## src/rtl/gemm_cmd_sequencer.sv

```systemverilog
// gemm_fifo: circular command buffer with a separate occupancy register.
// Latency: a push is visible at the head on the cycle after the write edge; there is no bypass path.
// Backpressure: pushes are dropped while full unless a pop happens in the same cycle.
//   Ports: push_vld/push_dat write the tail; pop_vld advances the head;
//   head_dat is the head entry, or 0 while empty; empty/full/count report occupancy.
module gemm_fifo #(
    parameter int WIDTH = 96,
    parameter int DEPTH = 4
) (
    input  logic                     clk,
    input  logic                     rst,
    input  logic                     push_vld,
    input  logic [WIDTH-1:0]         push_dat,
    input  logic                     pop_vld,
    output logic [WIDTH-1:0]         head_dat,
    output logic                     empty,
    output logic                     full,
    output logic [$clog2(DEPTH):0]   count
);
    localparam int AW = $clog2(DEPTH);
    localparam logic [AW-1:0] PTR_ONE  = AW'(1);
    localparam logic [AW:0]   CNT_ONE  = (AW+1)'(1);
    localparam logic [AW:0]   FULL_CNT = (AW+1)'(DEPTH);

    logic [WIDTH-1:0] mem [DEPTH];
    logic [AW-1:0]    wr_ptr;
    logic [AW-1:0]    rd_ptr;
    logic             push_ok;
    logic             pop_ok;

    assign empty    = (count == '0);
    assign full     = (count == FULL_CNT);
    assign pop_ok   = pop_vld && !empty;
    // A pop in the same cycle frees the slot this push lands in.
    assign push_ok  = push_vld && (!full || pop_ok);
    assign head_dat = empty ? '0 : mem[rd_ptr];

    always_ff @(posedge clk) begin
        if (push_ok) begin
            mem[wr_ptr] <= push_dat;
        end
    end

    always_ff @(posedge clk or negedge rst) begin
        if (!rst) begin
            wr_ptr <= '0;
            rd_ptr <= '0;
            count  <= '0;
        end else begin
            if (push_ok) wr_ptr <= wr_ptr + PTR_ONE;
            if (pop_ok)  rd_ptr <= rd_ptr + PTR_ONE;
            case ({push_ok, pop_ok})
                2'b10:   count <= count + CNT_ONE;
                2'b01:   count <= count - CNT_ONE;
                default: count <= count;
            endcase
        end
    end
endmodule

// gemm_cmd_sequencer: queues GEMM custom instructions from the core and issues them to the engine.
// Latency: request-to-gemm_done 1 cycle when space exists; a queued entry reaches cmd_valid the cycle after its write.
// Backpressure: core stalls (no gemm_done) while the FIFO is full or a SYNC waits for drain; issue capped at MAX_INFLIGHT.
//   Ports: gemm_valid/gemm_instruction/gemm_rdata1/gemm_rdata2 in, gemm_done out (core side);
//   cmd_valid/cmd_ready/cmd_instr/cmd_op1/cmd_op2 and eng_done (engine side);
//   busy and fifo_count report status. rst is asynchronous, active-low.
module gemm_cmd_sequencer #(
    parameter int DEPTH        = 4,
    parameter int MAX_INFLIGHT = 2
) (
    input  logic                       clk,
    input  logic                       rst,
    input  logic                       gemm_valid,
    input  logic [31:0]                gemm_instruction,
    input  logic [31:0]                gemm_rdata1,
    input  logic [31:0]                gemm_rdata2,
    output logic                       gemm_done,
    output logic                       cmd_valid,
    input  logic                       cmd_ready,
    output logic [31:0]                cmd_instr,
    output logic [31:0]                cmd_op1,
    output logic [31:0]                cmd_op2,
    input  logic                       eng_done,
    output logic                       busy,
    output logic [$clog2(DEPTH):0]     fifo_count
);
    typedef struct packed {
        logic [31:0] instr;
        logic [31:0] op1;
        logic [31:0] op2;
    } cmd_t;

    typedef enum logic [1:0] {IDLE, WAIT_SPACE, WAIT_DRAIN, ACK} state_t;

    localparam logic [3:0] MAX_IF = 4'(MAX_INFLIGHT);
    localparam logic [3:0] IF_ONE = 4'd1;

    state_t     state;
    state_t     state_nxt;
    cmd_t       push_dat;
    cmd_t       head_dat;
    logic       push;
    logic       pop;
    logic       fifo_empty;
    logic       fifo_full;
    logic       is_sync;
    logic [3:0] inflight;
    logic       sticky_err;
    logic       spurious_done;

    assign is_sync  = (gemm_instruction[14:12] == 3'b111);
    assign push_dat = '{instr: gemm_instruction, op1: gemm_rdata1, op2: gemm_rdata2};

    gemm_fifo #(
        .WIDTH ($bits(cmd_t)),
        .DEPTH (DEPTH)
    ) u_fifo (
        .clk      (clk),
        .rst      (rst),
        .push_vld (push),
        .push_dat (push_dat),
        .pop_vld  (pop),
        .head_dat (head_dat),
        .empty    (fifo_empty),
        .full     (fifo_full),
        .count    (fifo_count)
    );

    assign cmd_valid = !fifo_empty && (inflight < MAX_IF);
    assign pop       = cmd_valid && cmd_ready;
    assign cmd_instr = head_dat.instr;
    assign cmd_op1   = head_dat.op1;
    assign cmd_op2   = head_dat.op2;
    assign busy      = !fifo_empty || (inflight != '0) || (state != IDLE);

    // A completion with nothing outstanding is a protocol error from the engine.
    assign spurious_done = eng_done && (inflight == '0);

    always_ff @(posedge clk or negedge rst) begin
        if (!rst) begin
            state      <= IDLE;
            inflight   <= '0;
            sticky_err <= 1'b0;
        end else begin
            state      <= state_nxt;
            sticky_err <= sticky_err | spurious_done;
            // A spurious done is dropped, so only the pop counts in that case.
            if (pop && (!eng_done || spurious_done)) begin
                inflight <= inflight + IF_ONE;
            end else if (!pop && eng_done && !spurious_done) begin
                inflight <= inflight - IF_ONE;
            end
        end
    end

    always_comb begin
        state_nxt = state;
        push      = 1'b0;
        gemm_done = 1'b0;
        case (state)
            IDLE: begin
                if (gemm_valid) begin
                    if (is_sync) begin
                        state_nxt = WAIT_DRAIN;
                    end else if (!fifo_full) begin
                        push      = 1'b1;
                        state_nxt = ACK;
                    end else begin
                        state_nxt = WAIT_SPACE;
                    end
                end
            end
            WAIT_SPACE: begin
                // The slot freed by a same-cycle pop is usable immediately.
                if (!fifo_full || pop) begin
                    push      = 1'b1;
                    state_nxt = ACK;
                end
            end
            WAIT_DRAIN: begin
                if (fifo_empty && (inflight == '0) && !eng_done) begin
                    state_nxt = ACK;
                end
            end
            ACK: begin
                gemm_done = 1'b1;
                state_nxt = IDLE;
            end
            default: state_nxt = IDLE;
        endcase
    end
endmodule

```

## config.mk

```make
export PLATFORM = sky130hd
export DESIGN_NAME = gemm_cmd_sequencer
export DESIGN_NICKNAME = d
export VERILOG_FILES = /design/src/rtl/gemm_cmd_sequencer.sv
export SDC_FILE = /design/constraint.sdc
export NUM_CORES = 1
export LEC_CHECK = 0
export ABC_AREA = 1
export BUFFER_PORTS_ARGS = -buffer_cell sky130_fd_sc_hd__buf_2
export CORE_AREA = 2 2 169 171
export DETAILED_ROUTE_END_ITERATION = 7
export DIE_AREA = 0 0 171 173
export PLACE_DENSITY = 0.79
export RECOVER_POWER = 50
export SLEW_MARGIN = 20
export SYNTH_ARGS = -nofsm -noshare
export SYNTH_HDL_FRONTEND = slang
export SYNTH_HIERARCHICAL = 1
export SYNTH_SLANG_ARGS = --single-unit
export TNS_END_PERCENT = 50
```

## constraint.sdc

```tcl
create_clock -name clk -period 8.05 [get_ports clk]
set_input_delay 0.4025 -clock clk [delete_from_list [all_inputs] [get_ports clk]]
set_output_delay 0.4025 -clock clk [all_outputs]
set_load 0.005 [all_outputs]
```

==> flow_metrics.env <==
export IMPL_dieArea_sq_um=29600
export IMPL_cts_buffers=40
export IMPL_core_sq_um=27600
export IMPL_antenna_left=0
export IMPL_synthFlopType="edfxtp_1"
export IMPL_dp_hpwl_um=18600
export IMPL_avgSynthCellArea_sq_um=12.6
export IMPL_clock_sinks=397
export IMPL_gp_congestion=0.768
export IMPL_fmax_mhz=172
export IMPL_ctsLongestPathBuffers=3
export IMPL_seq_area_frac_synth_pct=74.6
export IMPL_synth_seq_cells=397
export IMPL_fin_area_sq_um=18100
export IMPL_cts_root_buf="clkbuf_16"
export IMPL_ys_types=27
export IMPL_worstPathMaxFanout=56
export IMPL_violations="max-capacitance violations, max-slew violations"
export IMPL_placed_area_sq_um=17000
export IMPL_post_cts_resized=0
export IMPL_yosysMostFrequentCell="nor2_1"
export IMPL_num_vias=10300
export IMPL_critPathMaxStageDelay_ps=2320
export IMPL_cts_tree="built"
export IMPL_nets=1564
export IMPL_postSynth_asyncResetShare_pct=3.27
export IMPL_seqCellArea_sq_um=11900
export IMPL_stdcell_count=1860
export IMPL_clk_latency_ps=520
export IMPL_drcViolationCount=0
export IMPL_die_h_um=173
export IMPL_setup_viol=0
export IMPL_synth_area_leaders="edfxtp_1 (73%), nor2_1 (9.3%), o21ai_1 (5.4%)"
export IMPL_grt_overflow_total=0
export IMPL_min_period_over_period_pct=72.3
export IMPL_maxSlewViolCount=110
export IMPL_worstMarginPinSlew_ps=3200
export IMPL_max_slew_margin_pct=-113
export IMPL_synth_warnings=6
export IMPL_cts_setup_buffers=0
export IMPL_antenna_found_initial=4
export IMPL_crit_type="flip-flop to output port"
export IMPL_wl_per_cell_um=18.5
export IMPL_crit_path_end_kind="output port"
export IMPL_fillers=2040
export IMPL_rsz0062_at_grt="no"
export IMPL_fin_skew_ps=16.4
export IMPL_cts_hold_buf=1
export IMPL_fin_tns_setup_ps=0
export IMPL_grt_pass1_wl_um=52200
export IMPL_viasPerCell=5.55
export IMPL_path_cells="nor2_1 -> nand2_1 -> clkinvlp_2 -> clkbuf_1 -> a21oi_1 -> buf_2"
export IMPL_holdWs_ps=130
export IMPL_track_usage_pct=22.8
export IMPL_finalHoldViolations=0
export IMPL_wirelength_um=34400
export IMPL_crit_buf_inv=3
export IMPL_slowest_stage="clkbuf_1"
export IMPL_die_width_um=171
export IMPL_syn_to_final_growth_pct=14.2
export IMPL_ir_drop_uv=291
export IMPL_fin_crit_ps=5820
export IMPL_synth_top_area_cell="edfxtp_1"
export IMPL_firstDrtPassIters=5
export IMPL_pin_count=203
export IMPL_synth_edff_count=384
export IMPL_h_tree_depth=2
export IMPL_multi_input_area_sq_um=3460
export IMPL_synthCells=1266
export IMPL_synth_fp_nets=1379
export IMPL_start_util_pct=57.5
export IMPL_synth_commonest_cells="nor2_1 (394), edfxtp_1 (384), o21ai_1 (170)"
export IMPL_power_density_nw_per_um2=405
export IMPL_holdCritPathClass="input port to flip-flop"
export IMPL_cap_violations=3
export IMPL_start_kind="flip-flop"
export IMPL_cp_arrival_ps=5420
export IMPL_dp_cells=1785
export IMPL_grt_pass1_vias=10100
export IMPL_placementRows=61
export IMPL_syn_cell_area_sq_um=15900
export IMPL_drt_iter0_markers=923
export IMPL_grt_max_degree=117
export IMPL_portBuffers=202
export IMPL_clkTransAtPathRegs_ps=60
export IMPL_p_leak_nw=6.28
export IMPL_path_delay_family="buffers and inverters"
export IMPL_status="finished with violations"
export IMPL_synth_top_area_share_pct=72.6
export IMPL_drive_gt1_share_pct=11.1
export IMPL_cp_required_ps=7650
power by group:
part / internal (mW) / switching [mW] / leakage, nW
logic: 0.879 / 1.73 / 2.03
clock network: 1.03 / 0.721 / 0.605
registers: 2.80 / 0.204 / 3.64
total: 4.70 / 2.65 / 6.28
state kept, by name, summed over array words and instances, names as in the netlist:
name / flops
inflight: 4
state: 2
u_fifo/count: 3
u_fifo/mem: 384
u_fifo/rd_ptr: 2
u_fifo/wr_ptr: 2
logic make-up after synthesis:
family	share of synthesized area, %
simple gates	11.2
flops	74.6
fa+ha+maj	1.04
xor+xnor	0.165
compound gates	9.30
buf+inv	3.65
layer usage:
metal | wire length, um | global-route usage (%)
met4 | 772 | 6.78
met1 | 13600 | 29.0
met3 | 2740 | 4.94
met5 | 24 | 0
met2 | 17200 | 39.3
path summary, 6_finish.rpt:
check	cells after the start	slack, ps	endpoint	from
hold / removal	1	130	u_fifo/mem[2][91]$_DFFE_PP_	gemm_instruction[27]
setup reg to reg	12	2270	u_fifo/mem[2][25]$_DFFE_PP_	u_fifo/count[0]$_DFFE_PN0P_
max in group asynchronous	2	7020	u_fifo/rd_ptr[1]$_DFFE_PN0N_	rst
min in group asynchronous	2	460	u_fifo/count[2]$_DFFE_PN0P_	rst
hold reg to reg	2	520	u_fifo/count[2]$_DFFE_PN0P_	u_fifo/count[2]$_DFFE_PN0P_
setup / recovery	6	2230	cmd_op1[29]	u_fifo/count[0]$_DFFE_PN0P_
cell usage in the layout, fill, tap and decap left out, types with 25 or more instances in the layout:
master,instances
edfxtp_1,384
nand2_1,41
a21oi_1,98
o21ai_0,25
o21ai_1,170
clkbuf_1,129
clkbuf_16,41
inv_1,26
buf_2,82
nor2_1,391
cell type report:
type	instances	area share, %
Clock inverter	19	0.903
Sequential cell	397	65.4
Clock buffer	52	5.88
Multi-Input combinational cell	766	19.1
Inverter	29	0.641
Antenna cell	2	0.0276
Timing Repair Buffer	217	5.51
Tap cell	378	2.61
stage by stage:
stage	setup WS, ps	total power, mW	utilization (%)
floorplan	2060	4.79	-
global placement	3620	5.57	61.7
detailed placement	3530	5.65	61.7
CTS	3510	7.41	66.2
global route	1850	7.80	65.7
finish	2230	7.36	65.7
No activity file was read; power rests on OpenSTA's default activity.
